File: src/rtl/dht11_pkg.sv
// dht11_pkg: shared FSM states, status codes and default timing for the DHT11 read scheduler
package dht11_pkg;
  typedef enum logic [2:0] {S_IDLE, S_ARB, S_GAPWAIT, S_KICK, S_RUN, S_CHECK, S_RETRY, S_RESP} state_t;
  typedef enum logic [1:0] {ST_OK, ST_CRC_ERR, ST_SENSOR_ERR, ST_TIMEOUT} status_t;
  localparam int DEF_CLK_HZ    = 50_000_000;
  localparam int DEF_GAP_MS    = 2000;
  localparam int DEF_TMO_MS    = 50;
  localparam int DEF_MAX_RETRY = 3;
endpackage

File: src/rtl/dht11_crc_chk.sv
// dht11_crc_chk: checks that the four DHT11 data bytes sum (mod 256) to the trailing crc byte
module dht11_crc_chk (
  input  logic [39:0] data,
  output logic        ok
);
  assign ok = 8'(data[39:32] + data[31:24] + data[23:16] + data[15:8]) == data[7:0];
endmodule

File: src/rtl/dht11_read_sched.sv
// dht11_read_sched: arbitrates two requesters onto one DHT11 reader with gap pacing, watchdog and retries
module dht11_read_sched import dht11_pkg::*; #(
  parameter int CLK_HZ      = DEF_CLK_HZ,
  parameter int MIN_GAP_CYC = CLK_HZ / 1000 * DEF_GAP_MS,
  parameter int RUN_TMO_CYC = CLK_HZ / 1000 * DEF_TMO_MS,
  parameter int MAX_RETRY   = DEF_MAX_RETRY
) (
  input  logic        CLK,
  input  logic        RST,
  input  logic [1:0]  REQ,
  output logic [1:0]  GNT,
  output logic        BUSY,
  output logic [1:0]  STATUS,
  output logic [7:0]  HUM_INT,
  output logic [7:0]  HUM_FRAC,
  output logic [7:0]  TEMP_INT,
  output logic [7:0]  TEMP_FRAC,
  output logic        RDR_EN,
  output logic        RDR_RST,
  input  logic        RDR_DONE,
  input  logic        RDR_ERR,
  input  logic [39:0] RDR_DATA
);
  localparam int GW = $clog2(MIN_GAP_CYC + 1);
  localparam int WW = $clog2(RUN_TMO_CYC + 1);
  localparam int AW = $clog2(MAX_RETRY + 2);
  localparam logic [GW-1:0] GAP_MAX = GW'(MIN_GAP_CYC);
  localparam logic [WW-1:0] TMO_MAX = WW'(RUN_TMO_CYC);
  localparam logic [AW-1:0] ATT_MAX = AW'(MAX_RETRY);
  state_t state_q, state_d;
  status_t cause_q, cause_d, status_q, status_d;
  logic [GW-1:0] gap_q, gap_d;
  logic [WW-1:0] wdog_q, wdog_d;
  logic [AW-1:0] att_q, att_d;
  logic [1:0] sel_q, sel_d, gnt_q, gnt_d;
  logic last_q, last_d, busy_q, busy_d, en_q, en_d, rrst_q, rrst_d, crc_ok;
  logic [31:0] data_q, data_d;
  dht11_crc_chk u_crc (.data(RDR_DATA), .ok(crc_ok));
  always_comb begin
    state_d = state_q;
    cause_d = cause_q;
    gap_d   = (gap_q == GAP_MAX) ? gap_q : gap_q + 1'b1;
    wdog_d  = wdog_q;
    att_d   = att_q;
    sel_d   = sel_q;
    last_d  = last_q;
    unique case (state_q)
      S_IDLE:    state_d = |REQ ? S_ARB : S_IDLE;
      S_ARB: begin
        sel_d   = &REQ ? (last_q ? 2'b01 : 2'b10) : REQ;
        state_d = |REQ ? S_GAPWAIT : S_IDLE;
      end
      S_GAPWAIT: state_d = (gap_q == GAP_MAX) ? S_KICK : S_GAPWAIT;
      S_KICK: begin
        gap_d   = '0;
        wdog_d  = '0;
        state_d = S_RUN;
      end
      S_RUN: begin
        wdog_d  = wdog_q + 1'b1;
        state_d = RDR_DONE ? S_CHECK : (wdog_d == TMO_MAX) ? S_RETRY : S_RUN;
        cause_d = (!RDR_DONE && wdog_d == TMO_MAX) ? ST_TIMEOUT : cause_q;
      end
      S_CHECK: begin
        cause_d = RDR_ERR ? ST_SENSOR_ERR : crc_ok ? ST_OK : ST_CRC_ERR;
        state_d = (cause_d == ST_OK) ? S_RESP : S_RETRY;
      end
      S_RETRY: begin
        att_d   = (att_q < ATT_MAX) ? att_q + 1'b1 : att_q;
        state_d = (att_q < ATT_MAX) ? S_GAPWAIT : S_RESP;
      end
      S_RESP: begin
        att_d   = '0;
        last_d  = ~last_q;
        state_d = S_IDLE;
      end
      default:   state_d = S_IDLE;
    endcase
    gnt_d    = (state_d == S_RESP) ? sel_q : 2'b00;
    status_d = (state_d == S_RESP) ? cause_d : status_q;
    data_d   = (state_q == S_CHECK && cause_d == ST_OK) ? RDR_DATA[39:8] : data_q;
    busy_d   = state_d != S_IDLE;
    en_d     = state_d == S_KICK || state_d == S_RUN;
    rrst_d   = state_d == S_KICK;
  end
  // Gap counter resets saturated so the first transaction after reset kicks immediately
  always_ff @(posedge CLK) begin
    if (RST) begin
      state_q  <= S_IDLE;
      cause_q  <= ST_OK;
      status_q <= ST_OK;
      gap_q    <= GAP_MAX;
      wdog_q   <= '0;
      att_q    <= '0;
      sel_q    <= 2'b00;
      gnt_q    <= 2'b00;
      last_q   <= 1'b1;
      busy_q   <= 1'b0;
      en_q     <= 1'b0;
      rrst_q   <= 1'b0;
      data_q   <= '0;
    end else begin
      state_q  <= state_d;
      cause_q  <= cause_d;
      status_q <= status_d;
      gap_q    <= gap_d;
      wdog_q   <= wdog_d;
      att_q    <= att_d;
      sel_q    <= sel_d;
      gnt_q    <= gnt_d;
      last_q   <= last_d;
      busy_q   <= busy_d;
      en_q     <= en_d;
      rrst_q   <= rrst_d;
      data_q   <= data_d;
    end
  end
  assign GNT       = gnt_q;
  assign BUSY      = busy_q;
  assign STATUS    = status_q;
  assign HUM_INT   = data_q[31:24];
  assign HUM_FRAC  = data_q[23:16];
  assign TEMP_INT  = data_q[15:8];
  assign TEMP_FRAC = data_q[7:0];
  assign RDR_EN    = en_q;
  assign RDR_RST   = rrst_q;
endmodule

File: config.mk
export PLATFORM = sky130hd
export DESIGN_NAME = dht11_read_sched
export DESIGN_NICKNAME = d
export VERILOG_FILES = /design/src/rtl/dht11_pkg.sv /design/src/rtl/dht11_crc_chk.sv /design/src/rtl/dht11_read_sched.sv
export SDC_FILE = /design/constraint.sdc
export NUM_CORES = 1
export LEC_CHECK = 0
export ABC_AREA = 1
export CAP_MARGIN = 5
export CORE_MARGIN = 2
export CORE_UTILIZATION = 56
export CTS_BUF_LIST = sky130_fd_sc_hd__clkbuf_4
export DETAILED_ROUTE_END_ITERATION = 16
export PLACE_DENSITY = 0.9
export SLEW_MARGIN = 20
export SYNTH_ARGS = -nofsm -noshare
export SYNTH_HDL_FRONTEND = slang
export SYNTH_HIERARCHICAL = 1
export SYNTH_SLANG_ARGS = --single-unit
File: constraint.sdc
create_clock -name CLK -period 5.8 [get_ports CLK]
set_clock_uncertainty 0.2 [all_clocks]
set_input_delay 1.16 -clock CLK [delete_from_list [all_inputs] [get_ports CLK]]
set_output_delay 1.16 -clock CLK [all_outputs]
set_load 0.02 [all_outputs]
==> impl_metrics.toml, run 1 <==
[clock_tree]
cts_hold_buf = 0
cts_buffers = 9
post_cts_buffers = 0
htreeDepth = 3
cts_root_buf = "clkbuf_4"
clock-sinks = 99
cts.clk_slew.worst_paths_ns = 0.16
clk_path_buf_depth = 2
clock_latency_ns = 0.46
tritoncts = "done"
cts.repair.resized = 0

[timing]
setup_viol = 0
hold_viol = 0
fmax_ghz = 0.199
slew_headroom_pct = 53.3
drv_slew = 0
fin_crit_ns = 5.02
fin_setup_tns_ns = 0
period_share_pct = 86.6
worst_pin_slew_ns = 0.700
holdWs_ns = 0.271
rsz0062_at_grt = "no"

[placement]
gp_congestion = 0.912
dpl.hpwl_um = 9770
io_buffers = 84

[final_layout]
area_growth_pct = 20.0
n_antenna_cell = 0
drive_gt1_share_pct = 5.83
n_fill_cell = 813
final_nets = 976

[yosys]
syn_inst = 824
synthTopCellsByArea = "dfxtp_1, nand2_1, nor2_1, inv_1, fa_1"
synth-seq-area-share_pct = 35.7
synth_top_cell_by_area = "dfxtp_1"
synth-seq-cells = 99
synth_area_mm2 = 0.00556
ys.flop_type = "dfxtp_1"
async_reset_ff_share_pct = 0
synth_common_cells = "nand2_1, nor2_1, dfxtp_1, inv_1"
yosysMostFrequentCell = "nand2_1"
yosysWarnings = 6
avgSynthCellArea_um2 = 6.74
synth_top_area_share_pct = 35.7
synth-edff-count = 0
ys_types = 40
syn-num-nets = 896

[die]
die_area_mm2 = 0.0107
coreArea_mm2 = 0.00968
pin_count = 85
die_h_um = 104
chipWidth_um = 104
placementRows = 36
initial_core_util_pct = 57.4

[pwr]
p_switching_mw = 0.435
seqPwrFrac_pct = 50.3
p_int_mw = 0.974
power_density_mw_per_mm2 = 211
comb_power_share_pct = 22.3
leakagePower_nw = 2.70
irDropWorstVdd_uv = 117
p_sw_share_pct = 30.9
clock_power_share_pct = 27.3

[critical_path]
path_cells = "clkdlybuf4s50_1, fa_1, inv_1, fa_1, inv_1, ha_1, fa_1, or2_1, nand3b_1, nand2_1, nor2_1, nand2_1, nor2_1, nand2_1, nor2_1, inv_1, nor2_2, inv_1, nand2_1, nor2_1, inv_1, nand4_1, nand2_1, nor2_1"
cp_top_family = "adder cells"
rrSetupSlack_ns = 3.29
timing.critical_path.buf_inv = 6
cp_slowest_stage_delay_ns = 0.57
cp_max_fo = 5
end_kind = "flop"
cp_slowest_cell = "fa_1"
cp_data_arrival_time_ns = 5.18
worst_setup_path_start_kind = "input pin"
critPathKind = "in2reg"
crit_required_ns = 5.96

[routing]
via_per_inst = 5.13
vias = 5350
drt_iter0_drc = 394
drc_errors = 0
wire_per_inst_um = 12.5
drt-pass1-iter-count = 6
wirelength_um = 13000
final_antenna_net_count = 0

[worst_hold_path]
hold_class = "reg2reg"

[global_route]
antenna_found_initial = 0
grt_use_total_pct = 24.9
grt_max_degree = 33
grt_pass1_wl_um = 22100
grt_pass1_vias = 4901
grt_overflow = 0

[status]
run_status = "completed"

[job]
cap_violations = 0
-- logic make-up (layout without fill, tap and decap cells) --
group / Yosys count / after routing / share of synthesized area [%]
adders and majority gates: 26 / 26 / 7.74
xor gates and xnor gates: 12 / 12 / 1.89
DFF: 99 / 99 / 35.7
and+or+nand+nor: 445 / 445 / 35.0
buffers and inverters: 123 / 208 / 8.46
AOI/OAI and AO/OA: 119 / 119 / 11.2
-- final timing paths --
check	from	endpoint	cells after the start
max	RDR_DATA[9]	STATUS[0]	24
min	sel_q[1]	GNT[1]	2
max reg2reg	wdog_q[0]	STATUS[0]	12
min reg2reg	sel_q[1]	GNT[1]	2
-- cell usage in the layout, fill, tap and decap left out, types with 3 or more instances in the layout --
| cell type | count |
|---|---|
| nand2_1 | 198 |
| nor2_1 | 133 |
| dfxtp_1 | 99 |
| inv_1 | 99 |
| clkdlybuf4s50_1 | 84 |
| o21ai_0 | 53 |
| a21oi_1 | 53 |
| nand3_1 | 47 |
| nand4_1 | 17 |
| fa_1 | 14 |
| nor3_1 | 12 |
| ha_1 | 12 |
| clkbuf_4 | 11 |
| nand2_2 | 8 |
| xnor2_1 | 8 |
| buf_4 | 7 |
| nor2_4 | 5 |
| nor2_2 | 5 |
| xor2_1 | 4 |
| nand3b_1 | 4 |
| nor3_2 | 3 |
| nand3_2 | 3 |
| nor4_1 | 3 |
| clkinvlp_4 | 3 |
-- registers in the layout, summed over array words and instances (netlist names) --
| signal | count |
|---|---|
| BUSY | 1 |
| GNT | 2 |
| RDR_EN | 1 |
| RDR_RST | 1 |
| STATUS | 2 |
| att_q | 3 |
| cause_q | 2 |
| data_q | 32 |
| gap_q | 27 |
| last_q | 1 |
| sel_q | 2 |
| state_q | 3 |
| wdog_q | 22 |
-- final cells by class --
type                    instances  area [um^2]  share of cell area (%)
multi-input cells             602         3110                    46.6
clock buffers                  11         82.6                    1.24
well taps                     133          166                    2.49
repair buffers                 91          893                    13.4
clock inverters                 5         61.3                   0.919
flip-flops and latches         99         1980                    29.7
inverters                     101          379                    5.68
-- metrics by stage --
step	area (um^2)	instances	setup slack, ns	power [mW]	util (%)
finish	6670	1042	0.776	1.41	68.9
global route	6670	1042	0.557	1.49	68.9
CTS	6670	1042	0.803	1.41	68.9
detailed placement	6530	1026	0.451	1.03	67.4
global placement	6530	1026	0.555	1.03	67.4
floorplan	5560	824	1.13	0.946	-
-- power groups by stage --
| stage | Clock, mW | Combinational, mW | Sequential [mW] |
|---|---|---|---|
| after floorplan | 0 | 0.222 | 0.724 |
| after global placement | 0 | 0.303 | 0.723 |
| final | 0.385 | 0.315 | 0.709 |
| after CTS | 0.391 | 0.314 | 0.709 |
| after detailed placement | 0 | 0.310 | 0.723 |
| after global routing | 0.421 | 0.359 | 0.711 |
-- worst reg2reg max path, stage by stage, from the launching register on --
cell and delay (ns):
dfxtp_1 0.46, ha_1 0.25, nand2_1 0.10, nor2_4 0.23, nand2_1 0.15, nor2_1 0.14
xnor2_1 0.15, nand2_1 0.10, nor2_1 0.16, nand3_2 0.18, nand2_4 0.15, a21oi_1 0.08
nor2_1 0.12
-- layer usage --
metal  global-route usage [%]  routed length, um  up-vias
li1                         -                  -     2791
met1                     32.6               5840     2375
met2                     41.4               6090      162
met3                     4.47                823       22
met4                     8.69                267        0
met5                        0                  0        -
Note: power is estimated with default switching activity, not from simulation.
==> run 2, diff against run 1 <==
- CORE_UTILIZATION: 56 -> 51
- PLACE_DENSITY: 0.9 -> 0.79
- clock period: 5.8 -> 4.1 ns (I/O delays scaled with it)
==> run 2 against run 1 <==
- first-iteration DRC count decreased by 13%
- count of clock-buffer cells in the layout fell by 1
- critical path depth decreased by 2
- largest cell class unchanged
- final cell count increased by 2.4%
- sequential power increased by 41%
- combinational power up 71%
- worst setup slack got worse by 0.70 ns
- sequential share of layout area shrank 1.1 points
- wire length rose by 3.0%
==> impl_metrics.toml, run 2 (same netlist as run 1, synthesis figures left out) <==
[final_layout]
most-common-layout-cells = "nand2_1, nor2_1, dfxtp_1, inv_1, clkdlybuf4s50_1"
largest_register = "data_q"
final_nets = 994
reg_top3 = "data_q x32, gap_q x27, wdog_q x22"
final_area_mm2 = 0.00693
final_common_cell = "nand2_1"
drive_gt1_share_pct = 10.5
largest_reg_flops = 32
n_antenna_cell = 0
area_growth_pct = 24.7
n_fill_cell = 982

[clock_tree]
clk_path_buf_depth = 2
tritoncts = "done"
clock-sinks = 99
htreeDepth = 3
cts.clk_slew.worst_paths_ns = 0.15
post_cts_buffers = 0
clock_latency_ns = 0.47
cts_root_buf = "clkbuf_4"
cts_buffers = 9
cts_hold_buf = 0

[die]
initial_core_util_pct = 51.7
coreArea_mm2 = 0.0107
placementRows = 38
die_h_um = 108
chipWidth_um = 108
die_area_mm2 = 0.0117
pin_count = 85

[timing]
setup_viol = 0
period_share_pct = 98.1
drv_slew = 0
hold_viol = 0
fin_crit_ns = 4.02
slew_headroom_pct = 53.2
holdWs_ns = 0.268
fmax_ghz = 0.249
worst_pin_slew_ns = 0.695
rsz0062_at_grt = "yes"

[pwr]
power_density_mw_per_mm2 = 300
p_sw_share_pct = 31.4
p_switching_mw = 0.651
p_int_mw = 1.43
comb_power_share_pct = 26.0
leakagePower_nw = 2.87
power_mw = 2.08
clock_power_share_pct = 25.7
seqPwrFrac_pct = 48.3
irDropWorstVdd_uv = 186

[critical_path]
worst_setup_path_start_kind = "input pin"
timing.rr.end = "RDR_EN"
regToRegStartpoint = "wdog_q[0]"
critPathKind = "in2reg"
path_cells = "clkdlybuf4s50_1, fa_1, fa_1, ha_4, or2_1, nand3b_1, nand2_1, nor2_1, nand2_1, nor2_1, nand2_1, nor2_2, inv_2, nor2_4, inv_2, nand2_2, nor2_4, nand3_2, nand2_2, inv_2, nand3_2, o21ai_2"
cp_max_fo = 8
crit_required_ns = 4.30
cp_slowest_stage_delay_ns = 0.58
critPathLaunch = "RDR_DATA[11]"
end_kind = "flop"
cp_data_arrival_time_ns = 4.23
r2r_cells = 13
cp_slowest_cell = "fa_1"
rrSetupSlack_ns = 1.63
setup.worst_path.end = "RDR_EN"

[global_route]
grt_use_total_pct = 23.3
grt_pass1_wl_um = 21900
grt_overflow = 0
antenna_found_initial = 0
grt_pass1_vias = 4800
grt_max_degree = 45

[routing]
drc_errors = 0
wire_per_inst_um = 12.6
wirelength_um = 13400
final_antenna_net_count = 0
via_per_inst = 5.07
drt_iter0_drc = 343
vias = 5413
drt-pass1-iter-count = 5

[worst_hold_path]
hold_path_depth = 2
hold_class = "reg2reg"

[placement]
gp_congestion = 0.922
io_buffers = 84
place_area_mm2 = 0.00669
dpl.hpwl_um = 9930

[job]
cap_violations = 0

[status]
run_status = "completed"
-- run 2: final cells by class --
cell class,count,area [um^2],share of cell area [%]
clock buffers,10,75.1,1.08
clock inverters,6,63.8,0.921
inverters,101,379,5.47
multi-input cells,602,3210,46.3
flip-flops and latches,99,1980,28.6
well taps,140,175,2.53
repair buffers,109,1040,15.1
-- run 2: through the flow --
step / TNS (ns) / worst slack [ns] / instances / util [%]
2_1_floorplan: 0 / 0.000703 / 824 / -
3_3_place_gp: -21.52 / -0.552 / 1051 / 62.3
3_5_place_dp: -24.26 / -0.647 / 1051 / 62.3
4_1_cts: 0 / 0.000408 / 1067 / 63.6
5_1_grt: -0.978 / -0.100 / 1067 / 64.5
6_report: 0 / 0.0763 / 1067 / 64.5
-- run 2: what timing repair did --
action | CTS | global route
endpoints found under the setup margin | 39 | 41
hold endpoints to repair | 0 | 0
gates resized for setup | 5 | 40
cloned | 0 | 0
pin swaps | 5 | 17
-- run 2: per-layer routing --
layer  part of all wire (%)  GRT usage, %  vias to the layer above
li1                       -             -                     2832
met1                     48          31.4                     2431
met2                     46          38.5                      134
met3                    5.3          4.76                       16
met4                    1.0          5.13                        0
met5                      0             0                        -
-- run 2: how the worst min path moves through the flow --
stage | slack [ns] | start | end
floorplan | 0.23 | sel_q[0] | GNT[0]
global route | 0.28 | sel_q[0] | GNT[0]
global placement | 0.25 | att_q[2] | att_q[2]
finish | 0.27 | sel_q[0] | GNT[0]
CTS | 0.28 | sel_q[0] | GNT[0]
detailed placement | 0.25 | sel_q[0] | GNT[0]
-- run 2: power by group through the flow --
stage,Clock [mW],Sequential (mW),Combinational (mW)
6_report,0.534,1.00,0.540
5_1_grt,0.583,1.01,0.603
4_1_cts,0.546,1.00,0.491
3_5_place_dp,0,1.02,0.484
3_3_place_gp,0,1.02,0.472
2_1_floorplan,0,1.02,0.320
-- run 2: critical path: cells and delay by family --
kind	cells	cell delay (ns)
buffers and inverters	4	0.61
AOI/OAI and AO/OA	1	0.07
adders and majority gates	3	1.35
and+or+nand+nor	14	1.36
